**config.mk**
```make
export PLATFORM = sky130hd
export DESIGN_NAME = alu_slice_sequencer
export DESIGN_NICKNAME = d
export VERILOG_FILES = /design/src/rtl/alu_slice_sequencer.sv
export SDC_FILE = /design/constraint.sdc
export NUM_CORES = 1
export LEC_CHECK = 0
export ABC_CLOCK_PERIOD_IN_PS = 4200
export CAP_MARGIN = 40
export CORE_AREA = 2 2 41 62
export CTS_BUF_LIST = sky130_fd_sc_hd__clkbuf_2 sky130_fd_sc_hd__clkbuf_4 sky130_fd_sc_hd__clkbuf_8
export DETAILED_ROUTE_END_ITERATION = 10
export DIE_AREA = 0 0 43 64
export PLACE_DENSITY = 0.91
export SLEW_MARGIN = 10
export SYNTH_ARGS = -nofsm -noshare
export SYNTH_HDL_FRONTEND = slang
export SYNTH_SLANG_ARGS = --single-unit
```
**constraint.sdc**
```tcl
create_clock -name CLK -period 4.2 [get_ports CLK]
set_input_delay 0.84 -clock CLK [delete_from_list [all_inputs] [get_ports CLK]]
set_output_delay 0.84 -clock CLK [all_outputs]
set_load 0.01 [all_outputs]
```
**src/rtl/alu_slice_sequencer.sv**
```systemverilog
// Sequencer that adds two WIDTH-bit operands by stepping an external 2-bit adder
// slice across them, two bits per clock. Define ALU_SEQ_ZERO_EN to build in the ZERO flag.
module alu_slice_sequencer #(
  parameter int WIDTH = 4
) (
  input  logic             CLK,
  input  logic             RST,
  input  logic             START,
  input  logic             ABORT,
  input  logic [WIDTH-1:0] OP_A,
  input  logic [WIDTH-1:0] OP_B,
  input  logic             CIN,
  output logic [1:0]       SL_Y,
  output logic [1:0]       SL_DATA,
  output logic             SL_CIN,
  input  logic [1:0]       SL_SUM,
  input  logic             SL_COUT,
  output logic             BUSY,
  output logic             DONE,
  output logic [WIDTH-1:0] RESULT,
  output logic             CARRY,
  output logic             ZERO
);

  localparam int N  = WIDTH / 2;
  localparam int CW = $clog2(N) + 1;

  typedef enum logic [1:0] {
    S_IDLE,
    S_RUN,
    S_FIN
  } state_t;

  state_t           r_state;
  logic [WIDTH-1:0] r_a_sh;
  logic [WIDTH-1:0] r_b_sh;
  logic             r_cy;
  logic [WIDTH-1:0] r_acc;
  logic [CW-1:0]    r_cnt;
  logic             r_busy;
  logic             r_done;
  logic [WIDTH-1:0] r_result;
  logic             r_carry;

  logic [WIDTH+1:0] w_acc_wide;
  logic [WIDTH-1:0] w_acc_next;
  logic             w_in_run;
  logic             w_last;
  logic             w_finish;

  // The new slice sum enters at the top; slicing the widened word also works for WIDTH == 2.
  assign w_acc_wide = {SL_SUM, r_acc};
  assign w_acc_next = w_acc_wide[WIDTH+1:2];
  assign w_in_run   = (r_state == S_RUN);
  assign w_last     = (r_cnt == CW'(N - 1));
  assign w_finish   = w_in_run && !ABORT && w_last;

  assign SL_Y    = w_in_run ? r_a_sh[1:0] : 2'b00;
  assign SL_DATA = w_in_run ? r_b_sh[1:0] : 2'b00;
  assign SL_CIN  = w_in_run ? r_cy : 1'b0;

  assign BUSY   = r_busy;
  assign DONE   = r_done;
  assign RESULT = r_result;
  assign CARRY  = r_carry;

  // NOTE: sequential state uses non-blocking assignments so every register samples pre-edge values.
  always_ff @(posedge CLK or posedge RST) begin
    if (RST) begin
      r_state  <= S_IDLE;
      r_a_sh   <= '0;
      r_b_sh   <= '0;
      r_cy     <= 1'b0;
      r_acc    <= '0;
      r_cnt    <= '0;
      r_busy   <= 1'b0;
      r_done   <= 1'b0;
      r_result <= '0;
      r_carry  <= 1'b0;
    end else begin
      case (r_state)
        S_IDLE: begin
          r_done <= 1'b0;
          if (START) begin
            r_a_sh  <= OP_A;
            r_b_sh  <= OP_B;
            r_cy    <= CIN;
            r_acc   <= '0;
            r_cnt   <= '0;
            r_busy  <= 1'b1;
            r_state <= S_RUN;
          end
        end
        S_RUN: begin
          // Abort wins even on the final step: no DONE and the published result is kept.
          if (ABORT) begin
            r_busy  <= 1'b0;
            r_state <= S_IDLE;
          end else begin
            r_a_sh <= r_a_sh >> 2;
            r_b_sh <= r_b_sh >> 2;
            r_acc  <= w_acc_next;
            r_cy   <= SL_COUT;
            r_cnt  <= r_cnt + CW'(1);
            if (w_last) begin
              r_result <= w_acc_next;
              r_carry  <= SL_COUT;
              r_busy   <= 1'b0;
              r_done   <= 1'b1;
              r_state  <= S_FIN;
            end
          end
        end
        S_FIN: begin
          r_done  <= 1'b0;
          r_state <= S_IDLE;
        end
        default: begin
          r_busy  <= 1'b0;
          r_done  <= 1'b0;
          r_state <= S_IDLE;
        end
      endcase
    end
  end

`ifdef ALU_SEQ_ZERO_EN
  logic r_zero;

  always_ff @(posedge CLK or posedge RST) begin
    if (RST) begin
      r_zero <= 1'b0;
    end else if (w_finish) begin
      r_zero <= (w_acc_next == '0);
    end
  end

  assign ZERO = r_zero;
`else
  assign ZERO = 1'b0;
`endif

endmodule

```
== Word level (Yosys, flattened, before mapping) ==
Cells that the tools add are included.

* Add/sub/neg operators: 1
* Equality and inequality tests: 7
* Bitwise operators: 2
* Multiplexer cells: 29
* Reduce and logical (&&, ||, !) cells: 7

{| class="wikitable"
|+ Operators by type and width
! kind !! count
|-
| 4-bit 2-to-1 mux || 6
|-
| 4-bit case mux with 2 select lines || 3
|-
| 2-bit 2-to-1 mux || 7
|-
| 1-bit 2-to-1 mux || 9
|-
| 3-bit AND reduction || 3
|-
| 2-bit case mux with 2 select lines || 2
|-
| 2-bit by 1-bit equality test with 1-bit output, second input constant || 2
|-
| 2-bit != test, second input constant || 2
|-
| 2-bit AND reduction || 2
|-
| 3-bit by 2-bit != test with 1-bit output, second input constant || 1
|-
| 1-bit case mux with 3 select lines || 1
|-
| 2-bit by 1-bit adder with 2-bit output, second input constant || 1
|-
| 2-bit equality test, second input constant || 1
|-
| 2-bit zero test || 1
|-
| 2-bit by 1-bit != test with 1-bit output, second input constant || 1
|-
| 1-bit NOT || 2
|-
| 1-bit case mux with 2 select lines || 1
|-
| 2-bit nonzero test || 1
|}

* Flip-flop bits (word level): 24

== Logic depth before layout (Yosys ltp) ==
Gate-level depths: netlist of the first run.

* Depth after elaboration: 4
* Depth in mapped cells: 5
* Gate-level depth less buffers: 4

== Worst setup path before layout of the first run ==
Ideal clock, no wire load.

* Path type: register to output
* Start: reg r_state[1]
* End: out SL_CIN
* Stages on the path, launching flop included: 5
* Arrival time: 0.956 ns
* Path slack: 2.404 ns
* Cells stage by stage: dfrtp_1 -> clkbuf_8 -> nor2b_4 -> buf_6 -> and2_2

* Cells in the longest elaborated chain, start to end: 2

{| class="wikitable"
|+ Ends and longest elaborated chain
! element !! line !! source
|-
| start: declaration || 34 || <nowiki>state_t r_state;</nowiki>
|-
| start signal: assignment || 70 || <nowiki>r_state <= S_IDLE;</nowiki>
|-
| start signal: assignment || 91 || <nowiki>r_state <= S_RUN;</nowiki>
|-
| start signal: assignment || 98 || <nowiki>r_state <= S_IDLE;</nowiki>
|-
| 2-bit by 1-bit equality test with 1-bit output || 54 || <nowiki>assign w_in_run = (r_state == S_RUN);</nowiki>
|-
| 1-bit 2-to-1 mux || 60 || <nowiki>assign SL_CIN = w_in_run ? r_cy : 1'b0;</nowiki>
|-
| end: declaration || 15 || <nowiki>output logic SL_CIN,</nowiki>
|}

Every way passes these cells.

== Worst setup path after layout of the first run ==
* Start: reg r_state[0]
* End: out SL_Y[0]

* Cells in the longest elaborated chain, start to end: 2

{| class="wikitable"
|+ Ends and longest elaborated chain
! element !! line !! source
|-
| 2-bit by 1-bit equality test with 1-bit output || 54 ||
|-
| 2-bit 2-to-1 mux || 58 || <nowiki>assign SL_Y = w_in_run ? r_a_sh[1:0] : 2'b00;</nowiki>
|-
| end: declaration || 13 || <nowiki>output logic [1:0] SL_Y,</nowiki>
|}

Every way passes these cells.

==> results of run 1 <==
[metal layers]
metal / routed length, µm / GRT usage / vias up
li1: - / - / 371
met5: 0 / 0 / -
met1: 866 / 0.203 / 371
met4: 51 / 0.0947 / 0
met3: 99 / 0.0169 / 5
met2: 1080 / 0.307 / 28
[cell type report]
class | instances | area share
timing repair buffer | 27 | 0.189
sequential | 22 | 0.385
inverter | 6 | 0.0157
clock buffer | 3 | 0.0157
clock inverter | 1 | 0.0210
tap | 23 | 0.0201
multi-input combinational | 61 | 0.354
[through the flow]
stage                     hold slack, ns  cell area [µm²]  worst slack, ns
after floorplan                    0.456             1120             2.40
after global placement             0.481             1380             1.78
after detailed placement           0.478             1380             1.72
after CTS                          0.519             1430             1.35
after global routing               0.542             1430             1.24
final                              0.514             1430             1.34
[where the power goes]
part / internal (mW) / switching (mW) / leakage (nW)
sequential: 0.306 / 0.0690 / 0.278
clock: 0.0967 / 0.0681 / 0.0279
combinational: 0.265 / 0.169 / 0.330
[Yosys cell counts (2+ instances only)]
cell / count / share of area
and2_2: 5 / 0.033
a21oi_1: 5 / 0.022
nand2_1: 6 / 0.020
mux2i_1: 2 / 0.018
a21o_2: 2 / 0.016
o21ai_0: 9 / 0.040
inv_1: 6 / 0.020
nor2b_1: 6 / 0.033
buf_6: 2 / 0.020
nand2b_4: 2 / 0.025
mux2_2: 11 / 0.11
dfrtp_1: 22 / 0.49
mux2_4: 4 / 0.053
[kinds of logic (layout without fill, tap and decap cells)]
| logic type | after synthesis | in the layout | synth area share |
|---|---|---|---|
| buf+inv | 10 | 37 | 0.0590 |
| flops | 22 | 22 | 0.490 |
| mux | 17 | 17 | 0.182 |
| fa+ha+maj | 1 | 1 | 0.0111 |
| compound gates | 18 | 18 | 0.100 |
| simple gates | 24 | 24 | 0.155 |
| other cells | 1 | 1 | 0.00334 |
[worst max-delay path: cells and delay by family (launching register included)]
family,cells,cell delay [ns]
AND/OR/NAND/NOR,2,0.60
flip-flops,1,0.55
buffers and inverters,1,0.54
[sequential cells by signal, indices dropped and copies added, names as in the netlist]
name,count
BUSY,1
CARRY,1
DONE,1
RESULT,4
r_a_sh,4
r_acc,2
r_b_sh,4
r_cnt,2
r_cy,1
r_state,2
[layout by cell type (no fill, tap or decap)]
master	synthesis	layout
nor2b_1	6	6
nor2_1	1	1
and2_2	5	5
ha_1	1	1
nor2b_4	1	1
clkdlybuf4s50_1	0	27
inv_1	6	6
nor3_1	1	1
nor3b_4	1	1
clkbuf_4	0	3
dfrtp_1	22	22
o41ai_1	1	1
mux2_4	4	4
or4_1	1	1
o21ai_0	9	9
conb_1	1	1
bufinv_16	0	1
nand2_1	6	6
a21oi_1	5	5
mux2i_1	2	2
nand2b_4	2	2
a21oi_4	1	1
a21o_2	2	2
mux2_2	11	11
[worst paths after layout]
kind | startpoint | endpoint | slack, ns | cells past startpoint
max | r_state[0] | SL_Y[0] | 1.34 | 3
min | r_cy | r_cy | 0.51 | 1
max reg2reg | r_state[0] | r_b_sh[1] | 2.51 | 3
min reg2reg | r_cy | r_cy | 0.51 | 1
max in group asynchronous | RST | r_cy | 2.76 | 2
min in group asynchronous | RST | r_state[1] | 0.94 | 2
==> results.sh, run 1 <==
export IMPL_status="finished, final reports clean"
export IMPL_clock_sinks=22
export IMPL_cts_tree="done"
export IMPL_netlist_area_um2=1120
export IMPL_hold_class="reg -> reg"
export IMPL_die_w_um=43
export IMPL_numCtsBuffers=3
export IMPL_fmax_mhz=350
export IMPL_core_area_um2=2210
export IMPL_final_core_util=0.649
export IMPL_io_buffers=27
export IMPL_die_area_um2=2750
export IMPL_p_per_area_nw_per_um2=680
export IMPL_grt_pass1_wl_mm=3.64
export IMPL_routed_via_density=5.42
export IMPL_critPathMaxStageDelay_ns=0.55
export IMPL_track_usage=0.175
export IMPL_cellLeakagePower_nw=0.637
export IMPL_nets=138
export IMPL_yosysUniqueCellTypes=24
export IMPL_placed_cells=139
export IMPL_maxCapViolations=0
export IMPL_antenna_found_initial=0
export IMPL_fp_row_count=21
export IMPL_num_fill_cells=173
export IMPL_place_gp_congestion=0.733
export IMPL_end_kind="output pin"
export IMPL_period_needed_ns=2.86
export IMPL_syn_num_nets=110
export IMPL_tns_ns=0
export IMPL_skew_ns=0.00676
export IMPL_ir_worst_vdd_mv=0.348
export IMPL_grt_max_degree=23
export IMPL_dr_total_vias=775
export IMPL_p_total_uw=973
export IMPL_cts_resized=0
export IMPL_drt_iter0_drc=12
export IMPL_grt_overflow_total=0
export IMPL_slew_violations=0
export IMPL_fin_crit_sh=0.680
export IMPL_async_flop_share=1.00
export IMPL_ant_nets=0
export IMPL_root_buffer="clkbuf_4"
export IMPL_grt_pass1_vias=839
export IMPL_n_antenna_cell=0
export IMPL_cts_hold_fix_buffers=0
export IMPL_register_area_um2=551
export IMPL_firstDrtPassIters=4
export IMPL_maxSlewHeadroom=0.474
export IMPL_clock_latency_ns=0.32
export IMPL_finalHoldViolCount=0
export IMPL_syn_inst=93
export IMPL_critPathLaunchType="flop"
export IMPL_multiInputGateArea_um2=507
export IMPL_post_cts_setup_buffers=0
export IMPL_ys_ff_latch=22
export IMPL_worstPathCellList="nor2b_4 > and2_2 > clkdlybuf4s50_1"
export IMPL_htree_levels=1
export IMPL_wl_mm=2.10
export IMPL_drive_above_1_share=0.258
export IMPL_yosysSeqAreaShare=0.490
export IMPL_syn_to_final_growth_pct=27.4
export IMPL_synth_edf_count=0
export IMPL_setup_viol=0
export IMPL_worstSetupPathType="reg -> out"
export IMPL_start_util=0.509
export IMPL_rsz0062_at_grt="no"
export IMPL_worst_pin_slew_ns=0.788
export IMPL_fp_dieH_um=64
export IMPL_path_clk_slew_ns=0.12
export IMPL_crit_required_ns=3.36
export IMPL_ios=29
export IMPL_critPathMaxFanout=13
export IMPL_cts_buffer_depth=2
export IMPL_drc_errors=0
export IMPL_synth_warnings=0
export IMPL_syn_avg_cell_area_um2=12.1
export IMPL_arrival_ns=2.02
export IMPL_routedWlPerCell_um=14.7
export IMPL_ys_flop_type="dfrtp_1"
export IMPL_critical_path_slowest_cell="dfrtp_1"
export IMPL_place_hpwl_mm=1.58
export IMPL_finalNonFillerCells=143
No activity file was read; power rests on OpenSTA's default activity.
==> inputs of run 2 (changes only) <==
- ABC_CLOCK_PERIOD_IN_PS: 4200 -> 2400
- CORE_AREA: 2 2 41 62 -> 2 2 44 67
- DIE_AREA: 0 0 43 64 -> 0 0 46 69
- PLACE_DENSITY: 0.91 -> 0.84
- clock period: 4.2 -> 2.4 ns (I/O delays scaled with it)
==> run 2 against run 1 <==
  * First-iteration DRC count fell by 50%
  * Via count did not move
  * Clock power rose by 32%
  * Sequential cell count did not move
  * Register-to-register slack got worse by 1.9 ns
  * Sequential power rose by 77%
  * Hold slack got worse by 0.030 ns
  * Critical path type unchanged
  * Highest routed layer unchanged
==> results.sh, run 2 (synthesis gave the netlist of run 1 again) <==
export IMPL_status="finished, final reports clean"
export IMPL_p_int_mw=1.12
export IMPL_setup_viol=0
export IMPL_ios=29
export IMPL_cp_top_family="flip-flops"
export IMPL_fin_crit_sh=0.957
export IMPL_root_buffer="clkbuf_8"
export IMPL_final_common_cell="clkdlybuf4s50_1"
export IMPL_cts_resized=0
export IMPL_arrival_ns=1.82
export IMPL_min_from="DONE"
export IMPL_cellLeakagePower_nw=0.640
export IMPL_syn_to_final_growth_pct=28.0
export IMPL_crit_required_ns=1.92
export IMPL_hold_depth=1
export IMPL_grt_max_degree=23
export IMPL_clock_latency_ns=0.25
export IMPL_p_total_mw=1.66
export IMPL_p_sw_uw=532
export IMPL_wl_mm=2.16
export IMPL_p_clk_frac=0.132
export IMPL_core_area_um2=2590
export IMPL_register_area_um2=551
export IMPL_switching_share=0.321
export IMPL_drc_errors=0
export IMPL_layout_common_cells="clkdlybuf4s50_1, dfrtp_1, mux2_2"
export IMPL_worstSetupPathType="reg -> out"
export IMPL_tns_ns=0
export IMPL_pre_cts_ws_ns=0.299
export IMPL_drive_above_1_share=0.264
export IMPL_end_kind="output pin"
export IMPL_die_area_um2=3170
export IMPL_antenna_found_initial=0
export IMPL_grt_overflow_total=0
export IMPL_hold_class="reg -> reg"
export IMPL_p_per_area_nw_per_um2=1150
export IMPL_fmax_mhz=435
export IMPL_skew_ns=0.000939
export IMPL_clock_sinks=22
export IMPL_track_usage=0.151
export IMPL_place_gp_congestion=0.799
export IMPL_post_cts_setup_buffers=0
export IMPL_critical_path_slowest_cell="dfrtp_1"
export IMPL_maxCapViolations=0
export IMPL_power_frac_seq=0.400
export IMPL_period_needed_ns=2.30
export IMPL_start_util=0.434
export IMPL_critPathMaxFanout=10
export IMPL_firstDrtPassIters=4
export IMPL_cts_buffer_depth=2
export IMPL_htree_levels=1
export IMPL_gr_usage_met1=0.187
export IMPL_grt_pass1_wl_mm=3.61
export IMPL_ir_worst_vdd_mv=0.614
export IMPL_power_frac_comb=0.468
export IMPL_num_fill_cells=230
export IMPL_use_met2=0.258
export IMPL_r2r_end="r_b_sh[0]"
export IMPL_finalHoldViolCount=0
export IMPL_io_buffers=27
export IMPL_cts_hold_fix_buffers=0
export IMPL_grt_met3_usage=0.0262
export IMPL_fp_row_count=23
export IMPL_fin_ws_ns=0.103
export IMPL_final_core_util=0.555
export IMPL_grt_pass1_vias=825
export IMPL_cts_tree="done"
export IMPL_die_w_um=46
export IMPL_grt_busiest_layer="met2"
export IMPL_fp_dieH_um=69
export IMPL_critPathLaunchType="flop"
export IMPL_critPathMaxStageDelay_ns=0.53
export IMPL_routedWlPerCell_um=14.8
export IMPL_rsz0062_at_grt="no"
export IMPL_path_buf_inv=1
export IMPL_min_delay_worst_endpoint="DONE"
export IMPL_nets=140
export IMPL_r2r_start="r_state[0]"
export IMPL_whs_ns=0.484
export IMPL_path_clk_slew_ns=0.07
export IMPL_place_hpwl_mm=1.67
export IMPL_slew_violations=0
export IMPL_n_antenna_cell=0
export IMPL_ant_nets=0
export IMPL_rrSetupSlack_ns=0.64
export IMPL_reg2regPathDepth=4
export IMPL_numCtsBuffers=3
export IMPL_drt_iter0_drc=6
export IMPL_dr_total_vias=775
export IMPL_routed_via_density=5.31
export IMPL_worstPathCellList="nor2b_4 > and2_2 > clkdlybuf4s50_1"
export IMPL_multiInputGateArea_um2=507
-- run 2: changes by cell type in the layout (fill, tap and decap cells not counted) --
cell / previous run / this run
clkbuf_4: 3 / 0
buf_4: 0 / 2
bufinv_16: 1 / 0
clkbuf_8: 0 / 3
-- run 2: worst max-delay path by stage --
stage                     end  cells past startpoint       start
global placement        CARRY                      4       ABORT
finish                 SL_CIN                      3  r_state[0]
global route          SL_Y[1]                      3  r_state[0]
CTS                    SL_CIN                      3  r_state[0]
floorplan           r_a_sh[0]                      5  r_state[1]
detailed placement  RESULT[0]                      4       ABORT
-- run 2: power groups by stage --
stage | logic [mW] | clock network (mW) | registers, mW
after global placement | 0.747 | 0 | 0.659
after detailed placement | 0.778 | 0 | 0.670
after floorplan | 0.527 | 0 | 0.637
final | 0.775 | 0.218 | 0.663
after CTS | 0.783 | 0.227 | 0.665
after global routing | 0.840 | 0.237 | 0.690
-- run 2: cell type report --
type,instances,area share
multi-input combinational,61,0.352
clock buffer,3,0.0287
sequential,22,0.383
tap,25,0.0218
inverter,6,0.0157
timing repair buffer,29,0.198
-- run 2: per-layer routing --
metal  up-vias  wire [µm]
met3         2         66
met4         0         16
met2        18       1200
met5         -          0
li1        369          -
met1       386        874
-- run 2: worst reg2reg max path, cell delays in order (launching register included) --
cell	delay [ns]
dfrtp_1	0.53
nor2b_4	0.33
buf_4	0.19
mux2_2	0.34
mux2_2	0.26
-- run 2: through the flow --
stage / cells / cell area, µm²
after floorplan: 93 / 1120
after global placement: 143 / 1400
after detailed placement: 143 / 1400
after CTS: 146 / 1440
after global routing: 146 / 1440
final: 146 / 1440
==> inputs of run 3 (changes only) <==
- CORE_AREA: 2 2 44 67 -> 2 2 53 55
- DIE_AREA: 0 0 46 69 -> 0 0 55 57
- PLACE_DENSITY: 0.84 -> 0.85
==> run 3 against run 2 <==
  * Hold slack better by 0.017 ns
  * Die area is 1.2% lower
  * Clock power is 28% lower
  * Core utilization is 0.10 points lower
  * Cell count is 6.2% higher
  * Fmax is 5.1% higher
  * Non-clock buffer count is 3 higher
  * Largest cell class unchanged
  * Global-route usage is 0.31 points higher
  * Critical endpoint is now SL_DATA[1]
==> results.sh, run 3 (synthesis gave the netlist of run 1 again) <==
export IMPL_cts_buffer_depth=2
export IMPL_fin_ws_ns=0.215
export IMPL_path_clk_slew_ns=0.11
export IMPL_ir_worst_vdd_mv=0.658
export IMPL_grt_pass1_vias=840
export IMPL_worstSetupPathType="reg -> out"
export IMPL_cellLeakagePower_nw=0.647
export IMPL_start_util=0.430
export IMPL_dr_total_vias=773
export IMPL_p_per_area_nw_per_um2=1110
export IMPL_firstDrtPassIters=4
export IMPL_period_needed_ns=2.19
export IMPL_drc_errors=0
export IMPL_io_buffers=27
export IMPL_n_antenna_cell=0
export IMPL_ant_nets=0
export IMPL_numCtsBuffers=3
export IMPL_end_kind="output pin"
export IMPL_fp_row_count=19
export IMPL_skew_ns=0.00930
export IMPL_setup_viol=0
export IMPL_nets=143
export IMPL_tns_ns=0
export IMPL_fp_dieH_um=57
export IMPL_slew_violations=0
export IMPL_critPathLaunchType="flop"
export IMPL_die_w_um=55
export IMPL_arrival_ns=1.71
export IMPL_finalHoldViolCount=0
export IMPL_place_hpwl_mm=1.71
export IMPL_reg2regPathDepth=4
export IMPL_drt_iter0_drc=4
export IMPL_maxCapViolations=0
export IMPL_critPathMaxFanout=10
export IMPL_antenna_found_initial=0
export IMPL_routed_via_density=4.99
export IMPL_rrSetupSlack_ns=0.83
export IMPL_cts_hold_fix_buffers=0
export IMPL_post_cts_setup_buffers=0
export IMPL_drive_above_1_share=0.282
export IMPL_clock_sinks=22
export IMPL_wl_mm=2.14
export IMPL_final_core_util=0.554
export IMPL_crit_required_ns=1.92
export IMPL_place_gp_congestion=0.697
export IMPL_cts_tree="done"
export IMPL_rsz0062_at_grt="no"
export IMPL_final_common_cell="clkdlybuf4s50_1"
export IMPL_grt_max_degree=23
export IMPL_clock_latency_ns=0.29
export IMPL_routedWlPerCell_um=13.8
export IMPL_num_fill_cells=226
export IMPL_layout_common_cells="clkdlybuf4s50_1, dfrtp_1, mux2_2"
export IMPL_core_area_um2=2620
export IMPL_root_buffer="clkbuf_4"
export IMPL_grt_pass1_wl_mm=3.53
export IMPL_cts_resized=0
export IMPL_die_area_um2=3140
export IMPL_pre_cts_ws_ns=0.326
export IMPL_htree_levels=1
export IMPL_p_total_mw=1.61
export IMPL_hold_class="in -> async"
export IMPL_fin_crit_sh=0.911
export IMPL_ios=29
export IMPL_multiInputGateArea_um2=507
export IMPL_syn_to_final_growth_pct=29.0
export IMPL_register_area_um2=551
export IMPL_fmax_mhz=458
export IMPL_status="finished, final reports clean"
export IMPL_track_usage=0.154
export IMPL_grt_overflow_total=0
==> run 3: cell count changes in the layout (fill, tap and decap cells not counted) <==
cell,delta
buf_4,+3
clkbuf_4,+3
clkbuf_8,-3
==> run 3: worst paths after layout <==
check,end,startpoint
max,SL_DATA[1],r_state[1]
min,RESULT[3],RST
max reg2reg,r_cy,r_state[1]
min reg2reg,DONE,DONE
max in group asynchronous,r_b_sh[3],RST
min in group CLK,DONE,DONE
==> run 3: power breakdown <==
group,total (mW),internal [mW],switching (mW)
Clock,0.157,0.0584,0.0990
Combinational,0.816,0.489,0.327
Sequential,0.638,0.536,0.102
==> run 3: routing by layer <==
layer / wire [µm] / up-vias / part of all wire / track usage
met1: 900 / 377 / 0.42 / 0.188
met3: 117 / 0 / 0.055 / 0.0288
met5: 0 / - / 0 / 0
met4: 0 / 0 / 0 / 0.0418
met2: 1120 / 20 / 0.52 / 0.270
li1: - / 376 / - / -
==> run 3: through the flow <==
stage	instances	cell area (µm²)	hold WS, ns
floorplan	93	1120	0.456
global placement	152	1430	0.483
detailed placement	152	1430	0.470
CTS	155	1450	0.501
global route	155	1450	0.541
finish	155	1450	0.501
==> run 3: layout make-up <==
type,count,share of cell area
flip-flops and latches,22,0.380
multi-input cells,61,0.350
repair buffers,32,0.212
well taps,31,0.0268
clock buffers,3,0.0155
inverters,6,0.0155
==> run 3: critical path, stage by stage, from the launching register on <==
cell             delay (ns)
dfrtp_1                0.43
nor2b_4                0.26
and2_2                 0.19
clkdlybuf4s50_1        0.53
